==> src/rtl/seq_detect_param.sv <==
// Serial bit-pattern detector with a runtime-programmable pattern of 1..MAX_LEN bits.
// Supports overlapping/non-overlapping matches, a registered match pulse and a saturating counter.
module seq_detect_param #(
  parameter int unsigned         MAX_LEN     = 16,
  parameter int unsigned         LW          = 5,
  parameter int unsigned         CNT_W       = 8,
  parameter logic [MAX_LEN-1:0]  DEF_PATTERN = 16'h0072,
  parameter int unsigned         DEF_LEN     = 7,
  parameter bit                  DEF_OVERLAP = 1'b1
) (
  input  logic               clk,
  input  logic               rst,
  input  logic               in_valid,
  input  logic               in_bit,
  input  logic               cfg_we,
  input  logic [MAX_LEN-1:0] cfg_pattern,
  input  logic [LW-1:0]      cfg_len,
  input  logic               cfg_overlap,
  input  logic               clr_cnt,
  output logic               match,
  output logic [CNT_W-1:0]   match_cnt,
  output logic [LW-1:0]      fill
);

  logic [MAX_LEN-1:0] hist_q, hist_d;
  logic [MAX_LEN-1:0] pat_q, pat_d;
  logic [LW-1:0]      fill_q, fill_d;
  logic [LW-1:0]      len_q, len_d;
  logic               ovl_q, ovl_d;
  logic               match_q, match_d;
  logic [CNT_W-1:0]   cnt_q, cnt_d;

  logic               accept;
  logic               hit;
  logic [MAX_LEN-1:0] hist_sh;
  logic [MAX_LEN-1:0] len_mask;
  logic [LW-1:0]      fill_inc;

  always_comb begin
    // NOTE: every signal gets a default before any branch so no path leaves it unassigned (no latches).
    hist_d  = hist_q;
    pat_d   = pat_q;
    fill_d  = fill_q;
    len_d   = len_q;
    ovl_d   = ovl_q;
    cnt_d   = cnt_q;

    accept  = in_valid && !cfg_we;
    hist_sh = {hist_q[MAX_LEN-2:0], in_bit};

    // fill never exceeds the active length, so this is min(fill+1, len).
    fill_inc = (fill_q >= len_q) ? len_q : fill_q + LW'(1);

    for (int i = 0; i < MAX_LEN; i++) begin
      len_mask[i] = (LW'(i) < len_q);
    end

    hit = accept && (fill_inc == len_q) && (((hist_sh ^ pat_q) & len_mask) == '0);
    match_d = hit;

    if (cfg_we) begin
      pat_d  = cfg_pattern;
      ovl_d  = cfg_overlap;
      hist_d = '0;
      fill_d = '0;
      if (cfg_len == '0)                 len_d = LW'(1);
      else if (cfg_len > LW'(MAX_LEN))   len_d = LW'(MAX_LEN);
      else                               len_d = cfg_len;
    end else if (accept) begin
      hist_d = hist_sh;
      // Non-overlapping mode restarts the count so the next match needs len fresh bits.
      fill_d = (hit && !ovl_q) ? '0 : fill_inc;
    end

    if (clr_cnt)                cnt_d = '0;
    else if (hit && !(&cnt_q))  cnt_d = cnt_q + CNT_W'(1);
  end

  // NOTE: sequential state uses non-blocking assignments so all flops update together at the edge.
  always_ff @(posedge clk or negedge rst) begin
    if (!rst) begin
      hist_q  <= '0;
      fill_q  <= '0;
      pat_q   <= DEF_PATTERN;
      len_q   <= LW'(DEF_LEN);
      ovl_q   <= DEF_OVERLAP;
      match_q <= 1'b0;
      cnt_q   <= '0;
    end else begin
      hist_q  <= hist_d;
      fill_q  <= fill_d;
      pat_q   <= pat_d;
      len_q   <= len_d;
      ovl_q   <= ovl_d;
      match_q <= match_d;
      cnt_q   <= cnt_d;
    end
  end

  assign match     = match_q;
  assign match_cnt = cnt_q;
  assign fill      = fill_q;

endmodule

==> config.mk <==
export PLATFORM = sky130hd
export DESIGN_NAME = seq_detect_param
export DESIGN_NICKNAME = d
export VERILOG_FILES = /design/src/rtl/seq_detect_param.sv
export SDC_FILE = /design/constraint.sdc
export NUM_CORES = 1
export LEC_CHECK = 0
export BUFFER_PORTS_ARGS = -buffer_cell sky130_fd_sc_hd__buf_2
export CORE_AREA = 5 5 90 92
export CTS_BUF_LIST = sky130_fd_sc_hd__clkbuf_16
export DETAILED_ROUTE_END_ITERATION = 8
export DIE_AREA = 0 0 95 97
export PLACE_DENSITY_LB_ADDON = 0.05
export SYNTH_ARGS = -nofsm -noshare
export SYNTH_HDL_FRONTEND = slang
export SYNTH_SLANG_ARGS = --single-unit
==> constraint.sdc <==
create_clock -name clk -period 4.6 [get_ports clk]
set_input_delay 0.92 -clock clk [delete_from_list [all_inputs] [get_ports clk]]
set_output_delay 0.92 -clock clk [all_outputs]
set_load 0.02 [all_outputs]
# Word level (Yosys, flattened, before mapping)
# Index checks and enable logic that the tools add are counted.
# totals
register_bits,51
inputBits,28
# op_classes
n_addsub,2
order_cmp,18
eq_ne,1
mux,10
n_bitwise,2
n_reduce_logical,13
# op_table
op,count
"less-than comparator 4 x 5 -> 1 bit, first input constant",8
2-to-1 mux 15 bit,2
2-to-1 mux 5 bit,6
"less-than comparator 3 x 5 -> 1 bit, first input constant",4
bitwise AND 16 bit,1
zero test 16 bit,1
2-to-1 mux 8 bit,2
XOR 16 bit,1
"less-than comparator 1 x 5 -> 1 bit, first input constant",2
"less-than comparator 2 x 5 -> 1 bit, first input constant",2
"adder 8 x 1 -> 8 bit, second input constant",1
AND reduction 8 bit,1
"adder 5 x 1 -> 5 bit, second input constant",1
equality test 5 bit,1
>= comparator 5 bit,1
"greater-than comparator 5 bit, second input constant",1
logical AND 1 bit,5
zero test 5 bit,1
nonzero test 2 bit,2
zero test 1 bit,3

# Depth between registers and ports, before layout
# Gate-level depths: netlist of the first run.
# depth
depth_word,9
mapped_depth,10
depth_no_buf,9

# Worst setup path before layout of the first run
# Ideal clock, no wire load.
# synth_timing
path_kind,reg2reg
startpoint,register len_q[2]
endpoint,"register cnt_q[4], in the netlist match_cnt[4]"
arrival_time_ps,2551
slack_ps,1971
path_stages_with_launch,10
n_path_buf,1
path_cell_list,dfstp_2 -> clkbuf_1 -> inv_1 -> ha_1 -> nor2_1 -> o31ai_1 -> a31o_1 -> nand4_4 -> or4_1 -> a21oi_1
# synth_between
elab_chain_cells,7
word_cells_on_any_way,25
classes_between,17 x order compare; 1 x eq/ne; 1 x mux; 1 x bitwise; 5 x reduce/logical
# synth_lines
element,line,text
start: declaration,28,"logic [LW-1:0] len_q, len_d;"
start signal: assignment,85,len_q <= LW'(DEF_LEN);
start signal: assignment,93,len_q <= len_d;
>= comparator 5 bit,52,fill_inc = (fill_q >= len_q) ? len_q : fill_q + LW'(1);
2-to-1 mux 5 bit,52,
equality test 5 bit,58,hit = accept && (fill_inc == len_q) && (((hist_sh ^ pat_q) & len_mask) == '0);
logical AND 1 bit,58,
logical AND 1 bit (*),58,
logical AND 1 bit (*),76,else if (hit && !(&cnt_q)) cnt_d = cnt_q + CNT_W'(1);
nonzero test 2 bit (no source line) (*),--,
end signal: assignment,96,cnt_q <= cnt_d;
end: declaration,31,"logic [CNT_W-1:0] cnt_q, cnt_d;"
# Mark *: on every way between the ends. The rest lies on a longest branch, timed or not.
# A chain may end at the register's enable or synchronous reset.

# Final worst setup path of the first run
# layout_timing
startpoint,input in_valid
endpoint,"register cnt_q[5], in the netlist match_cnt[5]"
# layout_between
elab_chain_cells,5
# layout_lines
element,line,text
start: declaration,13,"input logic in_valid,"
logical AND 1 bit,48,accept = in_valid && !cfg_we;
logical AND 1 bit (2 in a row),58,
logical AND 1 bit,76,
nonzero test 2 bit (no source line),--,
# No other way between the ends.

==> metrics, run 1 <==
Initial Util=39.2%; 1st-iter DRT viols=133; sw power=about 320 uW; Internal=837 uW; commonest cells after routing, fill and taps aside=43 x dfrtp_1, 41 x buf_2, 27 x nor2_1; post-route ant nets=0; Setup Viol. Count Final=0; CTS Hold Bufs=0; vias in the first global route=2093; combinational group share of total power=19.3%; number of clock sinks=approximately 50; drt via density=5.19; Final Critical Period=2850 ps; Power Density=~360 mW/mm^2; drt first pass iters=4; slew margin rel.=between 40 and 50%; critical path class=primary input to flip-flop; Resized Gates After CTS=0; Final Hold Viols=0; Clock Pin Slew Worst Setup and Hold Paths=~70 ps; Reg power frac=44.4%; CP arrival=3060 ps; fmax=0.351 GHz; async set-reset flop share out of synthesis=100%; cts bufs inserted=5; Die Wd=95 um; Inst Count DP=396; register area share after synthesis=45.9%; Worst-Margin Slew=approximately 780 ps; Total GRT Usage=14.1%; global-route wire length before repair=10.4 mm; Final Cycle Share=61.9%; leading cell type in the layout, fill and taps excluded=dfrtp_1; post-synth cell types=47; dpl ws=1460 ps; status=finished, final reports clean; Post-Syn Area per Cell=10.5 um^2; Leakage=1.45 nW; main flop type after synthesis=dfrtp_1; worst skew pair latency=around 290 ps; clock root cell=clkbuf_16; CP Capture Type=flip-flop; critical path launch point type=primary input; post-DR wirelength/cell=15.2 um; Worst Path Required=4810 ps; GP Congestion=0.753; port buffer count=41; final setup skew=~5.3 ps; synthesized flop and latch total=51; fraction of layout cells with a size suffix above 1=a little over a quarter; gr ovfl total=0; # diodes=0; cell area after synthesis=0.00280 mm^2; Area Growth Syn to Fin=16.4%; CTS Buffer Depth=2; Worst Slack Setup Final=1750 ps; Setup TNS=0 ps; Core Box Area=0.00714 mm^2; total die area=~0.0092 mm^2; # rows=31; postcts setup bufs=0; max-slew violations=0; # DRC=0; type of the most critical hold path=flip-flop to flip-flop; number of flops mapped to enable cells by yosys=0; total chip power=1.16 mW; synth warn=0; I/O pins=42; routed via count=2097; Mapped Cells=267; Die Y=97 um; Max VDD drop=0.162 mV; Clock power frac=36.3%; critical-path maximum fanout=25; post-synthesis net count=slightly above 300; Nets=339; final cell count without fillers=roughly 400; RSZ-0062 raised after global routing=false; total wire length=6.12 mm; switching share of total power=~28%; htree depth=2; pin count of the biggest net entering global routing=52; total of max-cap violations=0; antenna violations before repair=0; CTS tree=built; minimum hold slack=531 ps; hpwl dp=4.23 mm
[sequential cells by signal (all words and copies together) (netlist names)]
name / count
match: 1
match_cnt: 8
ovl_q: 1
len_q: 5
pat_q: 16
fill: 5
hist_q: 15
[synth_stat cells (all sizes together), types with 10 or more instances]
| library cell | instances | area, um^2 |
|---|---|---|
| clkbuf | 10 | 37.5 |
| o31ai | 11 | 87.6 |
| xor2 | 12 | 105 |
| mux2 | 18 | 203 |
| mux2i | 16 | 160 |
| nor2 | 27 | 101 |
| dfrtp | 43 | 1080 |
| xnor2 | 12 | 105 |
| nand2 | 10 | 37.5 |
| o21ai | 10 | 50.1 |
| a21oi | 17 | 85.1 |
[cell type report]
class	count	area (um^2)
multi-input combinational	195	1430
timing repair buffer	44	228
tap	99	124
fill	733	3880
inverter	7	26.3
clock buffer	5	125
sequential	51	1290
clock inverter	3	41.3
[stage by stage]
stage	utilization (%)	cell area [um^2]
floorplan	-	2800
global placement	43.3	3090
detailed placement	43.3	3090
CTS	45.7	3260
global route	45.7	3260
finish	45.7	3260
[path summary, 6_finish.rpt]
check                      startpoint      endpoint  slack [ps]  cells after the start
min reg2reg                  pat_q[0]      pat_q[0]         530                      1
max                          in_valid  match_cnt[5]        1750                      7
max reg2reg                  len_q[1]  match_cnt[5]        1830                      9
max in group asynchronous         rst  match_cnt[2]        3400                      2
min                          pat_q[0]      pat_q[0]         530                      1
min in group asynchronous         rst      len_q[4]         750                      2
[metal layers]
| metal | global-route usage [%] | up-vias | wire (um) |
|---|---|---|---|
| met5 | 0 | - | 0 |
| li1 | - | 1035 | - |
| met4 | 4.11 | 0 | 73 |
| met3 | 3.18 | 6 | 343 |
| met2 | 21.6 | 46 | 2710 |
| met1 | 19.8 | 1010 | 2990 |
[kinds of logic after synthesis]
logic type / share of synthesized area (%)
simple gates: 13.6
compound gates: 13.4
flops: 45.9
mux: 13.0
xor+xnor: 7.51
buf+inv: 3.08
fa+ha+maj: 3.53
[critical path, cell delays in order]
cell	delay, ps
buf_2	480
nand2b_1	260
a21oi_1	190
o2111a_2	240
nand4_4	230
or4_1	570
a21oi_1	150
[power groups by stage]
stage | clock, mW | combinational (mW) | sequential, mW
2_1_floorplan | 0 | 0.158 | 0.519
3_3_place_gp | 0 | 0.226 | 0.525
3_5_place_dp | 0 | 0.226 | 0.524
4_1_cts | 0.438 | 0.228 | 0.516
5_1_grt | 0.454 | 0.251 | 0.520
6_report | 0.421 | 0.223 | 0.515
No activity file was read; power rests on OpenSTA's default activity.
==> inputs of run 2 (changes only) <==
==> constraint.sdc (replaced) <==
create_clock -name clk -period 2.5 [get_ports clk]
set_input_delay 0.5 -clock clk [delete_from_list [all_inputs] [get_ports clk]]
set_output_delay 0.5 -clock clk [all_outputs]
set_load 0.02 [all_outputs]
==> run 2 against run 1 <==
Effect of this change: die area stayed put; sequential share of layout area is 1.5 points lower; critical endpoint unchanged; combinational power is 110% higher; largest cell class unchanged; setup slack worse by 1600 ps; register-to-register slack worse by 1700 ps; wire length is 2.5% higher; power is 79% higher.
==> metrics, run 2 (same netlist as run 1, synthesis figures left out) <==
area of the multi-input gates=0.00147 mm^2; Setup Viol. Count Final=0; Final Hold Viols=0; Setup TNS=0 ps; port buffer count=41; CP arrival=2600 ps; routed via count=2126; Nets=about 350; placed cell area=0.00315 mm^2; # diodes=0; drt first pass iters=4; cells on worst reg2reg path=8; worst r2r dst=match_cnt[5]; Total GRT Usage=a little over an eighth; critical-path maximum fanout=5; critical path launch point type=flip-flop; CP max stage cell=dfstp_2; M2 GR Usage=20.1%; pin count of the biggest net entering global routing=48; global-route wire length before repair=10.2 mm; Worst Path Required=2710 ps; met3 GRT Util=3.26%; # rows=31; Crit path largest cell delay=530 ps; post-route ant nets=0; 1st-iter DRT viols=78; antenna violations before repair=0; Die Wd=95 um; Filler cells=745; Die Y=97 um; total die area=0.00922 mm^2; type of the most critical hold path=primary input to async pin; Layout Cell Area excl Fill=0.00339 mm^2; clock root cell=clkbuf_16; total wire length=6.28 mm; slew margin rel.=58.7%; Area Growth Syn to Fin=20.9%; # DRC=0; hpwl dp=4.41 mm; post-DR wirelength/cell=15.1 um; I/O pins=42; cts bufs inserted=5; Max VDD drop=0.285 mV; Final Cycle Share=a little over nine tenths; CP Capture Type=flip-flop; final setup skew=8.17 ps; worst skew pair latency=290 ps; htree depth=2; max-slew violations=0; drt via density=between 5 and 6; Core Box Area=0.00714 mm^2; max reg flops=16; Leakage=1.51 nW; Initial Util=between 30% and 40%; number of clock sinks=51; Worst-Margin Slew=619 ps; CTS Hold Bufs=0; gr ovfl total=0; CP Cell Sequence=inv_1 -> ha_1 -> a211oi_2 -> o31ai_2 -> a31o_1 -> nand4_2 -> or4_1 -> a21oi_1; fmax=roughly 0.42 GHz; r2r startpoint=len_q[1]; critical path class=flip-flop to flip-flop; Power Density=613 mW/mm^2; vias in the first global route=2020; met1 usage in global routing=between 20% and 30%; critical path's top delay family=compound AO/OA/AOI/OAI gates; largest reg by FF count=pat_q; Clock Pin Slew Worst Setup and Hold Paths=70 ps; GP Congestion=between 0.7 and 0.8; CTS tree=built; most crowded layer after global routing=met2; Reg area=0.00129 mm^2; status=finished, final reports clean; total of max-cap violations=0; leading cell type in the layout, fill and taps excluded=dfrtp_1; CTS Buffer Depth=2; fraction of layout cells with a size suffix above 1=31.9%; commonest cells after routing, fill and taps aside=42 x dfrtp_1, 41 x buf_2, 27 x nor2_1; reg2reg setup slack=between 100 and 150 ps; CP bufs+invs=1; Final Critical Period=2390 ps
==> run 2: cell types whose count changed in the layout (fill, tap and decap cells not counted), sizes merged <==
cell    change
nand4       +1
buf        +11
bufinv      -1
clkinv      +1
==> run 2: area by class of cell <==
| class | count | share of cell area (%) |
|---|---|---|
| Clock inverter | 3 | 0.480 |
| Timing Repair Buffer | 55 | 9.90 |
| Clock buffer | 5 | 3.70 |
| Tap cell | 99 | 3.66 |
| Multi-Input combinational cell | 196 | 43.5 |
| Sequential cell | 51 | 38.0 |
| Inverter | 7 | 0.776 |
==> run 2: metrics by stage <==
| stage | worst slack, ps | utilization, % | total power, mW | hold WS, ps | std cells |
|---|---|---|---|---|---|
| finish | 109 | 47.4 | 2.07 | 224 | 416 |
| global route | -5.40 | 47.4 | 2.19 | 261 | 416 |
| global placement | 44.3 | 44.2 | 1.39 | 514 | 402 |
| floorplan | 83.8 | - | 1.25 | 204 | 267 |
| detailed placement | -1.93 | 44.2 | 1.39 | 520 | 402 |
| CTS | 23.6 | 46.4 | 2.07 | 241 | 412 |
==> run 2: metal layers <==
layer  vias up  part of all wire, %
met1      1024                   50
met2        46                   45
met4         0                 0.37
met5         -                    0
met3         2                  4.8
li1       1054                    -
==> run 2: worst max path at each step <==
stage                   from            to  slack [ps]  cells after the start
floorplan            fill[0]  match_cnt[4]          80                      9
global placement    len_q[1]  match_cnt[7]          40                      8
detailed placement  len_q[1]  match_cnt[3]          -2                      8
CTS                 len_q[1]  match_cnt[7]          20                      8
global route        len_q[1]  match_cnt[5]          -5                      8
finish              len_q[1]  match_cnt[5]         110                      8
==> run 2: repair_timing <==
action	4_1_cts	5_1_grt
gates cloned	0	1
setup buffers	2	3
endpoints found under the setup margin	2	9
gates resized for setup	0	6
pin swaps	0	1
hold endpoints to repair	0	0
==> run 2: where the power goes <==
group          switching, mW  internal (mW)
clock network          0.297          0.366
registers             0.0533          0.885
logic                  0.257          0.216
total                  0.608           1.47
==> run 2: worst reg2reg max path, stage by stage, from the launching register on <==
cell and delay (ps):
dfstp_2 530, inv_1 70, ha_1 290, a211oi_2 70, o31ai_2 270, a31o_1 240, nand4_2 180, or4_1 530
a21oi_1 140
